`src/rtl/mem_port_arbiter_pkg.sv`:
```
// Shared definitions for the unified-memory port arbiter: owner/state encodings and
// default bus widths.
package riscv_defs;

    localparam int unsigned ADDR_W_DEF = 32;
    localparam int unsigned DATA_W_DEF = 32;

    // Latency counter holds MEM_LAT (1..7); starvation counter saturates at 15.
    localparam int unsigned LAT_W    = 3;
    localparam int unsigned STARVE_W = 4;

    typedef enum logic {
        OWN_IF = 1'b0,
        OWN_D  = 1'b1
    } owner_e;

    typedef enum logic {
        ST_IDLE = 1'b0,
        ST_WAIT = 1'b1
    } state_e;

endpackage

```
`src/rtl/mem_port_arbiter_if.sv`:
```
// Pipeline/memory side bundle of the memory port arbiter. The master modport is the
// pipeline plus memory model; the slave modport is the arbiter itself.
interface mem_port_arbiter_if
    import riscv_defs::*;
#(
    parameter int unsigned ADDR_W = ADDR_W_DEF,
    parameter int unsigned DATA_W = DATA_W_DEF
);

    logic              if_req;
    logic [ADDR_W-1:0] if_addr;
    logic              if_gnt;
    logic              if_rvalid;
    logic [DATA_W-1:0] if_rdata;

    logic              d_req;
    logic              d_wen;
    logic [ADDR_W-1:0] d_addr;
    logic [DATA_W-1:0] d_wdata;
    logic              d_gnt;
    logic              d_rvalid;
    logic [DATA_W-1:0] d_rdata;

    logic              mem_en;
    logic              mem_wen;
    logic [ADDR_W-1:0] mem_addr;
    logic [DATA_W-1:0] mem_wdata;
    logic [DATA_W-1:0] mem_rdata;

    modport master (
        output if_req, if_addr, d_req, d_wen, d_addr, d_wdata, mem_rdata,
        input  if_gnt, if_rvalid, if_rdata, d_gnt, d_rvalid, d_rdata,
        input  mem_en, mem_wen, mem_addr, mem_wdata
    );

    modport slave (
        input  if_req, if_addr, d_req, d_wen, d_addr, d_wdata, mem_rdata,
        output if_gnt, if_rvalid, if_rdata, d_gnt, d_rvalid, d_rdata,
        output mem_en, mem_wen, mem_addr, mem_wdata
    );

endinterface

```
`src/rtl/mem_port_arbiter_prio.sv`:
```
// Priority select between fetch and data requests, with a starvation counter that forces
// a fetch grant after STARVE_MAX consecutive data grants while fetch waits.
module mem_arb_prio
    import riscv_defs::*;
#(
    parameter int unsigned STARVE_MAX = 4
) (
    input  logic clk_i,
    input  logic reset_i,
    input  logic if_req_i,
    input  logic d_req_i,
    input  logic port_free_i,
    output logic gnt_if_o,
    output logic gnt_d_o
);

    localparam logic [STARVE_W-1:0] StarveLim = STARVE_W'(STARVE_MAX);
    localparam logic [STARVE_W-1:0] StarveSat = '1;

    logic [STARVE_W-1:0] starve_cnt_q, starve_cnt_d;
    logic                if_starved;

    assign if_starved = if_req_i && (starve_cnt_q >= StarveLim);

    always_comb begin
        gnt_d_o  = 1'b0;
        gnt_if_o = 1'b0;
        if (port_free_i && !reset_i) begin
            if (d_req_i && !if_starved) begin
                gnt_d_o = 1'b1;
            end else if (if_req_i) begin
                gnt_if_o = 1'b1;
            end
        end

        // Count only data grants that overtake a waiting fetch.
        starve_cnt_d = starve_cnt_q;
        if (!if_req_i || gnt_if_o) begin
            starve_cnt_d = '0;
        end else if (gnt_d_o && (starve_cnt_q != StarveSat)) begin
            starve_cnt_d = starve_cnt_q + STARVE_W'(1);
        end
    end

    always_ff @(posedge clk_i) begin
        if (reset_i) begin
            starve_cnt_q <= '0;
        end else begin
            starve_cnt_q <= starve_cnt_d;
        end
    end

endmodule

```
`src/rtl/mem_port_arbiter.sv`:
```
// Shares one fixed-latency single-ported memory between instruction fetch and the MEM
// stage, one access in flight at a time, with back-to-back issue on the response cycle.
module mem_port_arbiter
    import riscv_defs::*;
#(
    parameter int unsigned ADDR_W     = ADDR_W_DEF,
    parameter int unsigned DATA_W     = DATA_W_DEF,
    parameter int unsigned MEM_LAT    = 1,
    parameter int unsigned STARVE_MAX = 4
) (
    input  logic              clk_i,
    input  logic              reset_i,
    mem_port_arbiter_if.slave bus_io
);

    localparam logic [LAT_W-1:0] LatLoad = LAT_W'(MEM_LAT);
    localparam logic [LAT_W-1:0] LatOne  = LAT_W'(1);

    state_e            state_q;
    owner_e            owner_q;
    logic [LAT_W-1:0]  lat_cnt_q;
    logic [ADDR_W-1:0] mem_addr_q;
    logic [DATA_W-1:0] mem_wdata_q;
    logic [DATA_W-1:0] if_rdata_q;
    logic [DATA_W-1:0] d_rdata_q;

    logic resp;
    logic port_free;
    logic gnt_if;
    logic gnt_d;
    logic grant;

    // The response cycle also frees the port so the next access can issue immediately.
    assign resp      = !reset_i && (state_q == ST_WAIT) && (lat_cnt_q == LatOne);
    assign port_free = (state_q == ST_IDLE) || (lat_cnt_q == LatOne);
    assign grant     = gnt_if || gnt_d;

    mem_arb_prio #(
        .STARVE_MAX(STARVE_MAX)
    ) u_prio (
        .clk_i      (clk_i),
        .reset_i    (reset_i),
        .if_req_i   (bus_io.if_req),
        .d_req_i    (bus_io.d_req),
        .port_free_i(port_free),
        .gnt_if_o   (gnt_if),
        .gnt_d_o    (gnt_d)
    );

    assign bus_io.if_gnt    = gnt_if;
    assign bus_io.d_gnt     = gnt_d;
    assign bus_io.mem_en    = grant;
    assign bus_io.mem_wen   = gnt_d && bus_io.d_wen;
    assign bus_io.mem_addr  = gnt_d  ? bus_io.d_addr  :
                              gnt_if ? bus_io.if_addr : mem_addr_q;
    assign bus_io.mem_wdata = grant ? bus_io.d_wdata : mem_wdata_q;

    assign bus_io.if_rvalid = resp && (owner_q == OWN_IF);
    assign bus_io.d_rvalid  = resp && (owner_q == OWN_D);
    assign bus_io.if_rdata  = bus_io.if_rvalid ? bus_io.mem_rdata : if_rdata_q;
    assign bus_io.d_rdata   = bus_io.d_rvalid  ? bus_io.mem_rdata : d_rdata_q;

    always_ff @(posedge clk_i) begin
        if (reset_i) begin
            state_q     <= ST_IDLE;
            owner_q     <= OWN_IF;
            lat_cnt_q   <= '0;
            mem_addr_q  <= '0;
            mem_wdata_q <= '0;
            if_rdata_q  <= '0;
            d_rdata_q   <= '0;
        end else begin
            if (grant) begin
                state_q     <= ST_WAIT;
                owner_q     <= gnt_d ? OWN_D : OWN_IF;
                lat_cnt_q   <= LatLoad;
                mem_addr_q  <= bus_io.mem_addr;
                mem_wdata_q <= bus_io.mem_wdata;
            end else if (state_q == ST_WAIT) begin
                if (lat_cnt_q == LatOne) begin
                    state_q   <= ST_IDLE;
                    lat_cnt_q <= '0;
                end else begin
                    lat_cnt_q <= lat_cnt_q - LatOne;
                end
            end

            if (bus_io.if_rvalid) begin
                if_rdata_q <= bus_io.mem_rdata;
            end
            if (bus_io.d_rvalid) begin
                d_rdata_q <= bus_io.mem_rdata;
            end
        end
    end

endmodule

```
`src/flat_wrapper.sv`:
```
// flat-port wrapper written by rule: the top's interface ports become plain ports
module mem_port_arbiter_flat import riscv_defs::*;
#(
    parameter int unsigned ADDR_W     = ADDR_W_DEF,
    parameter int unsigned DATA_W     = DATA_W_DEF,
    parameter int unsigned MEM_LAT    = 1,
    parameter int unsigned STARVE_MAX = 4
)
  (clk_i, reset_i, bus_io_if_req, bus_io_if_addr, bus_io_d_req, bus_io_d_wen, bus_io_d_addr, bus_io_d_wdata, bus_io_mem_rdata, bus_io_if_gnt, bus_io_if_rvalid, bus_io_if_rdata, bus_io_d_gnt, bus_io_d_rvalid, bus_io_d_rdata, bus_io_mem_en, bus_io_mem_wen, bus_io_mem_addr, bus_io_mem_wdata);
  mem_port_arbiter_if #(.ADDR_W(ADDR_W), .DATA_W(DATA_W)) bus_io_i ();
  input  logic clk_i;
  input  logic reset_i;
  input wire logic [$bits(bus_io_i.if_req)-1:0] bus_io_if_req;
  input wire logic [$bits(bus_io_i.if_addr)-1:0] bus_io_if_addr;
  input wire logic [$bits(bus_io_i.d_req)-1:0] bus_io_d_req;
  input wire logic [$bits(bus_io_i.d_wen)-1:0] bus_io_d_wen;
  input wire logic [$bits(bus_io_i.d_addr)-1:0] bus_io_d_addr;
  input wire logic [$bits(bus_io_i.d_wdata)-1:0] bus_io_d_wdata;
  input wire logic [$bits(bus_io_i.mem_rdata)-1:0] bus_io_mem_rdata;
  output wire logic [$bits(bus_io_i.if_gnt)-1:0] bus_io_if_gnt;
  output wire logic [$bits(bus_io_i.if_rvalid)-1:0] bus_io_if_rvalid;
  output wire logic [$bits(bus_io_i.if_rdata)-1:0] bus_io_if_rdata;
  output wire logic [$bits(bus_io_i.d_gnt)-1:0] bus_io_d_gnt;
  output wire logic [$bits(bus_io_i.d_rvalid)-1:0] bus_io_d_rvalid;
  output wire logic [$bits(bus_io_i.d_rdata)-1:0] bus_io_d_rdata;
  output wire logic [$bits(bus_io_i.mem_en)-1:0] bus_io_mem_en;
  output wire logic [$bits(bus_io_i.mem_wen)-1:0] bus_io_mem_wen;
  output wire logic [$bits(bus_io_i.mem_addr)-1:0] bus_io_mem_addr;
  output wire logic [$bits(bus_io_i.mem_wdata)-1:0] bus_io_mem_wdata;
  assign bus_io_i.if_req = bus_io_if_req;
  assign bus_io_i.if_addr = bus_io_if_addr;
  assign bus_io_i.d_req = bus_io_d_req;
  assign bus_io_i.d_wen = bus_io_d_wen;
  assign bus_io_i.d_addr = bus_io_d_addr;
  assign bus_io_i.d_wdata = bus_io_d_wdata;
  assign bus_io_i.mem_rdata = bus_io_mem_rdata;
  assign bus_io_if_gnt = bus_io_i.if_gnt;
  assign bus_io_if_rvalid = bus_io_i.if_rvalid;
  assign bus_io_if_rdata = bus_io_i.if_rdata;
  assign bus_io_d_gnt = bus_io_i.d_gnt;
  assign bus_io_d_rvalid = bus_io_i.d_rvalid;
  assign bus_io_d_rdata = bus_io_i.d_rdata;
  assign bus_io_mem_en = bus_io_i.mem_en;
  assign bus_io_mem_wen = bus_io_i.mem_wen;
  assign bus_io_mem_addr = bus_io_i.mem_addr;
  assign bus_io_mem_wdata = bus_io_i.mem_wdata;
  mem_port_arbiter #(.ADDR_W(ADDR_W), .DATA_W(DATA_W), .MEM_LAT(MEM_LAT), .STARVE_MAX(STARVE_MAX)) u_core (.clk_i(clk_i), .reset_i(reset_i), .bus_io(bus_io_i));
endmodule
```
`config.mk`:
```
export PLATFORM = sky130hd
export DESIGN_NAME = mem_port_arbiter_flat
export DESIGN_NICKNAME = d
export VERILOG_FILES = /design/src/rtl/mem_port_arbiter_pkg.sv /design/src/rtl/mem_port_arbiter_if.sv /design/src/rtl/mem_port_arbiter_prio.sv /design/src/rtl/mem_port_arbiter.sv /design/src/flat_wrapper.sv
export SDC_FILE = /design/constraint.sdc
export NUM_CORES = 1
export LEC_CHECK = 0
export CORE_MARGIN = 10
export CORE_UTILIZATION = 39
export DETAILED_ROUTE_END_ITERATION = 16
export GPL_TIMING_DRIVEN = 1
export PLACE_DENSITY = 0.76
export RECOVER_POWER = 25
export SYNTH_ARGS = -nofsm -noshare
export SYNTH_HDL_FRONTEND = slang
export SYNTH_HIERARCHICAL = 1
export SYNTH_SLANG_ARGS = --single-unit
```
`constraint.sdc`:
```
create_clock -name clk_i -period 2.9 [get_ports clk_i]
set_input_delay 0.725 -clock clk_i [delete_from_list [all_inputs] [get_ports clk_i]]
set_output_delay 0.725 -clock clk_i [all_outputs]
set_load 0.03 [all_outputs]
```
==> results.rst, run 1 <==
.. list-table::
   :header-rows: 1

   * - Metric
     - Value
   * - Nets
     - between 1,000 and 1,500
   * - Clock buffer count from CTS
     - 17
   * - Final period demand of the worst path
     - 3.19 ns
   * - Portion of total power attributed to combinational logic
     - 27.1%
   * - Total gr overflow
     - 0
   * - Fin Hold WS
     - 0.451 ns
   * - Worst Path Required
     - 2.17 ns
   * - Die X
     - 149 µm
   * - Kind of start point of the critical path
     - flop
   * - Setup TNS after final layout
     - -20.42 ns
   * - Flops & latches, synth
     - 137
   * - Worst slew pin tran
     - between 0.7 and 0.8 ns
   * - Post-CTS Hold Fix Bufs
     - 0
   * - Headroom to the max-slew limit
     - 48.6%
   * - Unrepaired setup endpoints after global routing
     - yes
   * - Number of sinks handled by clock tree synthesis
     - 137
   * - Final cell area excluding filler cells
     - 12,100 µm²
   * - Worst min-delay path class
     - reg -> reg
   * - Core Region
     - 16,500 µm²
   * - Initial antenna violation count
     - 0
   * - Final RePlAce weighted congestion
     - ~0.76
   * - Leakage power of the design
     - 5.43 nW
   * - Pwr/cell area
     - ~470 nW/µm²
   * - Number of port buffers
     - 266
   * - Detailed-router iteration count before antenna repair
     - 4
   * - Count of final max-slew check failures
     - 0
   * - Portion of total power attributed to the clock network
     - 37.7%
   * - Clock Skews
     - between 0.01 and 0.015 ns
   * - Cell at the root of the clock tree
     - sky130_fd_sc_hd__clkbuf_16
   * - # setup viols final
     - 128
   * - Pre-CTS setup slack
     - -0.466 ns
   * - Worst setup path category
     - reg -> out
   * - Post-Place Cells
     - 1,190
   * - Mean post-synth cell area
     - 9.36 µm²
   * - Netlist cell types
     - 39
   * - Pin count of the biggest net entering global routing
     - 65
   * - Top achievable clock speed
     - 313 MHz
   * - Clock buffer depth
     - 2
   * - Fraction of final layout cells sized beyond drive strength 1
     - 42.5%
   * - Dpl cell area
     - 9950 µm²
   * - Switching power
     - 1.58 mW
   * - Starting density of the core
     - 39.5%
   * - Run status
     - complete, but fails checks
   * - Final count of hold timing violations
     - 0
   * - TritonCTS clock tree
     - yes
   * - Die ar.
     - 22,300 µm²
   * - Gate count of the mapped netlist
     - 698
   * - Routed via count divided by cell count
     - around 5.1
   * - Post-route setup slack
     - -0.291 ns
   * - Violated checks
     - negative setup slack
   * - Chip height
     - 149 µm
   * - Internal power consumption
     - 4.05 mW
   * - Clk Latency, worst-skew pair
     - approximately 0.42 ns
   * - Signed area change from the synthesized netlist to the final layout
     - 84.8%
   * - Arrival time of data at the critical path endpoint
     - 2.47 ns
   * - Antenna fix cells
     - 0
   * - Estimated wirelength of the detail-placed design
     - 15,700 µm
   * - Synthesized Nets
     - 834
   * - Crit Path Max Fanout
     - 8
   * - Sequential cell area fraction in the yosys report
     - 42.0%
   * - Fin cells
     - 1,281
   * - Top-Level Pins
     - 267
   * - Routed Antenna Nets
     - 0
   * - Final routed wirelength across all metal layers
     - about 26,000 µm
   * - DR WL/cell
     - 20.4 µm
   * - Netlist area before placement
     - 6530 µm²
   * - Clk slew on worst S/H paths
     - 0.06 ns
   * - Share of total power in sequential cells
     - 35.1%
   * - Number of violations of the max-capacitance limit
     - 0
   * - CP endpoint kind
     - output port
   * - Switching part of the total power
     - 28.1%
   * - Deepest level of the CTS H-tree
     - 4
   * - Global-route wire length before repair
     - 37,700 µm
   * - Number of cell rows
     - 47
   * - Total routing resource utilization after global routing
     - 21.5%
   * - Total via count in the routed design
     - 6,534
   * - Post-route fraction of the period consumed by the critical path
     - 110%
   * - VDD IR-drop max
     - 388 µV
   * - Remaining routing DRC violations
     - 0
   * - Warning count from the yosys run
     - 6
   * - Initial drt markers
     - 273
   * - Via count of the first global-routing pass
     - 6,673
## metrics by stage
stage               total power, mW  utilization, %
global placement               3.24            60.2
floorplan                      2.67               -
CTS                            5.56            70.0
global route                   5.84            73.1
finish                         5.64            73.1
detailed placement             3.25            60.2
## cell families (layout without fill, tap and decap cells)
kind of cell    count (synthesis)  count (layout)  synth area share, %
compound gates                141             141                 13.5
fa+ha+maj                       3               3                0.575
buf+inv                        65             428                 5.27
flops                         137             137                 42.0
mux                           129             129                 23.3
simple gates                  223             223                 15.4
## timing repair
action | CTS | global route
buffers inserted | 23 | 19
pin swaps | 9 | 5
cloned | 12 | 7
setup endpoints to repair | 131 | 133
gates resized for setup | 265 | 63
## cell type report
cell class / instances / area (µm²)
well taps: 220 / 275
clock buffers: 21 / 450
flip-flops and latches: 137 / 2750
repair inverters: 1 / 6.26
repair buffers: 386 / 4520
multi-input cells: 496 / 3910
inverters: 9 / 38.8
clock inverters: 11 / 124
fillers: 1118 / 4450
## layer usage
layer	wire length [µm]	share of wire [%]	GRT usage, %
met5	0	0	0
met4	547	2.1	7.07
met3	2740	10	10.2
met2	13000	50	36.3
met1	9780	37	23.2
## final timing paths
kind | from | end | slack (ns) | cells past startpoint
max | u_core/lat_cnt_q[1] | bus_io_mem_addr[9] | -0.29 | 11
min | u_core/if_rdata_q[20] | u_core/if_rdata_q[20] | 0.45 | 2
max reg2reg | u_core/lat_cnt_q[1] | u_core/mem_addr_q[15] | 0.44 | 14
min reg2reg | u_core/if_rdata_q[20] | u_core/if_rdata_q[20] | 0.45 | 2
## synth_stat cells
cell type / n / area share, %
sky130_fd_sc_hd__buf_6: 4 / 0.69
sky130_fd_sc_hd__o21ai_0: 33 / 2.5
sky130_fd_sc_hd__nor2b_1: 1 / 0.096
sky130_fd_sc_hd__dfxtp_1: 137 / 42
sky130_fd_sc_hd__nand2_1: 163 / 9.4
sky130_fd_sc_hd__nand4bb_1: 1 / 0.17
sky130_fd_sc_hd__inv_1: 8 / 0.46
sky130_fd_sc_hd__mux2i_1: 33 / 5.1
sky130_fd_sc_hd__nand3_1: 1 / 0.077
sky130_fd_sc_hd__o31ai_1: 2 / 0.23
sky130_fd_sc_hd__clkinv_1: 1 / 0.057
sky130_fd_sc_hd__nand3b_1: 2 / 0.23
sky130_fd_sc_hd__clkbuf_1: 31 / 1.8
sky130_fd_sc_hd__o21a_1: 1 / 0.11
sky130_fd_sc_hd__and3_2: 1 / 0.11
sky130_fd_sc_hd__a21oi_1: 68 / 5.2
sky130_fd_sc_hd__and4bb_2: 1 / 0.19
sky130_fd_sc_hd__nand2b_1: 1 / 0.096
sky130_fd_sc_hd__buf_1: 1 / 0.057
sky130_fd_sc_hd__or2b_2: 1 / 0.13
sky130_fd_sc_hd__and4b_2: 1 / 0.17
sky130_fd_sc_hd__a31oi_1: 4 / 0.38
sky130_fd_sc_hd__mux2_4: 29 / 6.7
sky130_fd_sc_hd__or4_1: 1 / 0.11
sky130_fd_sc_hd__or3_1: 1 / 0.096
sky130_fd_sc_hd__nand4b_1: 1 / 0.13
sky130_fd_sc_hd__o211a_1: 32 / 4.9
sky130_fd_sc_hd__nor3_1: 3 / 0.23
sky130_fd_sc_hd__a211o_2: 1 / 0.15
sky130_fd_sc_hd__nor2_1: 6 / 0.34
sky130_fd_sc_hd__ha_1: 3 / 0.57
sky130_fd_sc_hd__buf_2: 17 / 1.3
sky130_fd_sc_hd__buf_12: 3 / 0.92
sky130_fd_sc_hd__or4b_1: 1 / 0.15
sky130_fd_sc_hd__and3_1: 1 / 0.096
sky130_fd_sc_hd__and3b_1: 1 / 0.13
sky130_fd_sc_hd__or3b_1: 2 / 0.27
sky130_fd_sc_hd__and2_1: 33 / 3.2
sky130_fd_sc_hd__mux2_2: 67 / 12
## critical path, cell delays in order (launching register included)
cell	delay [ns]
sky130_fd_sc_hd__dfxtp_2	0.32
sky130_fd_sc_hd__inv_2	0.06
sky130_fd_sc_hd__ha_4	0.14
sky130_fd_sc_hd__or2b_4	0.28
sky130_fd_sc_hd__nand2_4	0.10
sky130_fd_sc_hd__nand2_4	0.05
sky130_fd_sc_hd__nor3_4	0.21
sky130_fd_sc_hd__buf_6	0.20
sky130_fd_sc_hd__buf_12	0.16
sky130_fd_sc_hd__mux2i_4	0.26
sky130_fd_sc_hd__o21ai_2	0.11
sky130_fd_sc_hd__buf_6	0.15
## power groups by stage
stage          logic [mW]  registers, mW  clock network [mW]
6_report             1.53           1.98                2.13
3_5_place_dp         1.23           2.02                   0
4_1_cts              1.43           1.98                2.15
2_1_floorplan       0.664           2.01                   0
5_1_grt              1.61           1.99                2.25
3_3_place_gp         1.22           2.02                   0
## placed cells by master (no fill, tap or decap), drive strengths merged, types with 2 or more instances in the layout
cell type and n:
clkdlybuf4s50 129, and3 2, a31oi 4, o211a 32, o31ai 2, nand2 163
clkinv 11, dfxtp 137, buf 248, bufinv 2, o21ai 33, and2 33
inv 8, nand3b 2, ha 3, a21oi 68, nor3 3, mux2i 33
or3b 2, clkbuf 27, mux2 96, nor2 6
## flip-flops by register name, summed over array words and instances, names as in the netlist
signal	count
u_core/d_rdata_q	32
u_core/if_rdata_q	32
u_core/mem_addr_q	32
u_core/mem_wdata_q	32
u_core/u_prio/starve_cnt_q	4
u_core/lat_cnt_q	3
u_core/owner_q	1
u_core/state_q	1
(Power assumes the default switching activity.)
==> run 2: changes to the inputs <==
--- a/config.mk
+++ b/config.mk
@@ -7,6 +7,7 @@
 export LEC_CHECK = 0
 export CORE_MARGIN = 10
 export CORE_UTILIZATION = 39
+export CTS_CLUSTER_SIZE = 10
 export DETAILED_ROUTE_END_ITERATION = 16
 export GPL_TIMING_DRIVEN = 1
 export PLACE_DENSITY = 0.76
==> results of run 2 <==
No change in the layout: final DEF, timing and power equal those of run 1.
==> run 3: changes to the inputs <==
--- a/config.mk
+++ b/config.mk
@@ -5,6 +5,7 @@
 export SDC_FILE = /design/constraint.sdc
 export NUM_CORES = 1
 export LEC_CHECK = 0
+export CORE_ASPECT_RATIO = 1.2
 export CORE_MARGIN = 10
 export CORE_UTILIZATION = 39
 export CTS_CLUSTER_SIZE = 10
==> results.rst, run 3 (synthesized netlist as in run 1, its figures left out) <==
.. list-table::
   :header-rows: 1

   * - Metric
     - Value
   * - Worst min-delay path class
     - reg -> reg
   * - Post-route setup slack
     - -0.359 ns
   * - DR WL/cell
     - 18.9 µm
   * - Fin Hold WS
     - 0.450 ns
   * - Worst Path Required
     - around 2.2 ns
   * - Clock Skews
     - 0.00997 ns
   * - Utilization after layout
     - 71.0%
   * - Number of violations of the max-capacitance limit
     - 0
   * - Crit Path Max Fanout
     - 6
   * - Starting density of the core
     - between 30% and 40%
   * - Pin count of the biggest net entering global routing
     - 65
   * - Estimated wirelength of the detail-placed design
     - 15,400 µm
   * - Total gr overflow
     - 0
   * - Leakage power of the design
     - about 5.2 nW
   * - Worst slew pin tran
     - 0.818 ns
   * - Clk Latency, worst-skew pair
     - about 0.42 ns
   * - Die ar.
     - 22,300 µm²
   * - Min-Delay Endpoint
     - u_core/if_rdata_q[3]
   * - Deepest level of the CTS H-tree
     - 4
   * - Initial antenna violation count
     - 0
   * - Remaining routing DRC violations
     - 0
   * - Most frequent cells in the layout
     - sky130_fd_sc_hd__nand2_1, sky130_fd_sc_hd__dfxtp_1, sky130_fd_sc_hd__clkdlybuf4s50_1
   * - Number of sinks handled by clock tree synthesis
     - approximately 140
   * - Hold Crit Start
     - u_core/if_rdata_q[3]
   * - Final routed wirelength across all metal layers
     - around 24,000 µm
   * - Pwr/cell area
     - 483 nW/µm²
   * - Total routing resource utilization after global routing
     - 19.3%
   * - R2R Path Start
     - u_core/lat_cnt_q[1]
   * - Setup slack on the worst flop-to-flop path
     - 0.52 ns
   * - Clock buffer depth
     - 2
   * - Most common library cell in the layout ignoring fill and taps
     - sky130_fd_sc_hd__nand2_1
   * - Fill cell instance count of the final layout
     - about 1,200
   * - Routed Antenna Nets
     - 0
   * - Cells on Worst Hold Path
     - 2
   * - Top-Level Pins
     - 267
   * - Chip height
     - 162 µm
   * - CP endpoint kind
     - output port
   * - Clock buffer count from CTS
     - 17
   * - Cell at the root of the clock tree
     - sky130_fd_sc_hd__clkbuf_16
   * - Kind of start point of the critical path
     - input port
   * - Unrepaired setup endpoints after global routing
     - yes
   * - Nets
     - 1,167
   * - Fraction of final layout cells sized beyond drive strength 1
     - 41.7%
   * - Global-route wire length before repair
     - 35,500 µm
   * - Top achievable clock speed
     - ~310 MHz
   * - Arrival time of data at the critical path endpoint
     - between 2 and 3 ns
   * - Worst setup path category
     - in -> out
   * - VDD IR-drop max
     - approximately 320 µV
   * - Headroom to the max-slew limit
     - 45.5%
   * - Initial drt markers
     - 269
   * - Clk slew on worst S/H paths
     - 0.06 ns
   * - Die X
     - 138 µm
   * - Via count of the first global-routing pass
     - about 6,600
   * - Detailed-router iteration count before antenna repair
     - 7
   * - # setup viols final
     - 130
   * - Final count of hold timing violations
     - 0
   * - Logic depth of the worst register-to-register path
     - 13
   * - Post-CTS Hold Fix Bufs
     - 0
   * - End of the worst register-to-register path
     - u_core/mem_addr_q[1]
   * - Total via count in the routed design
     - between 6,000 and 7,000
   * - Final RePlAce weighted congestion
     - approximately 0.75
   * - Run status
     - complete, but fails checks
   * - TritonCTS clock tree
     - yes
   * - Number of port buffers
     - 266
   * - Count of final max-slew check failures
     - 0
   * - Routed via count divided by cell count
     - 5.04
   * - Pre-CTS setup slack
     - -0.461 ns
   * - Final period demand of the worst path
     - 3.26 ns
   * - Antenna fix cells
     - 0
   * - Signed area change from the synthesized netlist to the final layout
     - 77.5%
   * - Violated checks
     - negative setup slack
   * - Post-route fraction of the period consumed by the critical path
     - 112%
   * - Number of cell rows
     - 51
   * - Core Region
     - 16,300 µm²
-- run 3: layout make-up --
type / count / area (µm²) / area share, %
timing repair buffer: 370 / 4070 / 35.1
tap: 212 / 265 / 2.29
sequential: 137 / 2750 / 23.7
clock inverter: 10 / 116 / 1.00
clock buffer: 21 / 480 / 4.14
inverter: 9 / 38.8 / 0.335
multi-input combinational: 496 / 3880 / 33.4
-- run 3: worst max path at each step --
stage | startpoint | endpoint | slack [ns] | cells after the start
after detailed placement | bus_io_d_req | bus_io_mem_addr[1] | -0.46 | 9
after CTS | u_core/lat_cnt_q[1] | bus_io_mem_addr[19] | -0.34 | 12
after floorplan | bus_io_d_req | bus_io_mem_wdata[10] | -0.04 | 8
final | bus_io_if_req | bus_io_mem_wdata[31] | -0.36 | 9
after global routing | u_core/lat_cnt_q[1] | bus_io_mem_wdata[31] | -0.47 | 12
after global placement | bus_io_d_req | bus_io_mem_addr[10] | -0.39 | 9
-- run 3: metal layers --
metal | wire [µm] | vias to the layer above | part of all wire [%] | global-route usage [%]
met5 | 0 | - | 0 | 0
met4 | 391 | 0 | 1.6 | 6.00
met3 | 1790 | 26 | 7.5 | 7.76
met2 | 12400 | 215 | 52 | 33.9
met1 | 9180 | 2993 | 39 | 20.7
li1 | - | 3087 | - | -
-- run 3: worst max-delay path: stages --
cell,delay (ns)
sky130_fd_sc_hd__clkdlybuf4s50_1,0.53
sky130_fd_sc_hd__o21a_1,0.21
sky130_fd_sc_hd__nor2_4,0.07
sky130_fd_sc_hd__nor2_4,0.15
sky130_fd_sc_hd__clkinv_4,0.08
sky130_fd_sc_hd__buf_12,0.15
sky130_fd_sc_hd__clkbuf_16,0.16
sky130_fd_sc_hd__mux2_4,0.31
sky130_fd_sc_hd__buf_6,0.14
-- run 3: where the power goes --
part           total (mW)  internal [mW]  switching (mW)
clock network        2.18           1.35           0.827
logic                1.44          0.758           0.681
registers            1.98           1.95          0.0301
total                5.60           4.06            1.54
-- run 3: metrics by stage --
step / std cells / TNS (ns) / instance area [µm²] / power [mW]
6_report: 1255 / -23.91 / 11600 / 5.60
5_1_grt: 1255 / -37.73 / 11600 / 5.81
4_1_cts: 1243 / -22.59 / 11200 / 5.57
3_5_place_dp: 1190 / -31.62 / 9930 / 3.24
3_3_place_gp: 1190 / -29.73 / 9930 / 3.22
2_1_floorplan: 698 / -1.40 / 6880 / 2.67
-- run 3: what timing repair did --
action,in CTS,in global routing
setup buffers,18,9
resized for setup,226,57
pin swaps,7,12
endpoints found under the hold margin,0,0
setup endpoints to repair,126,133
cloned,6,6
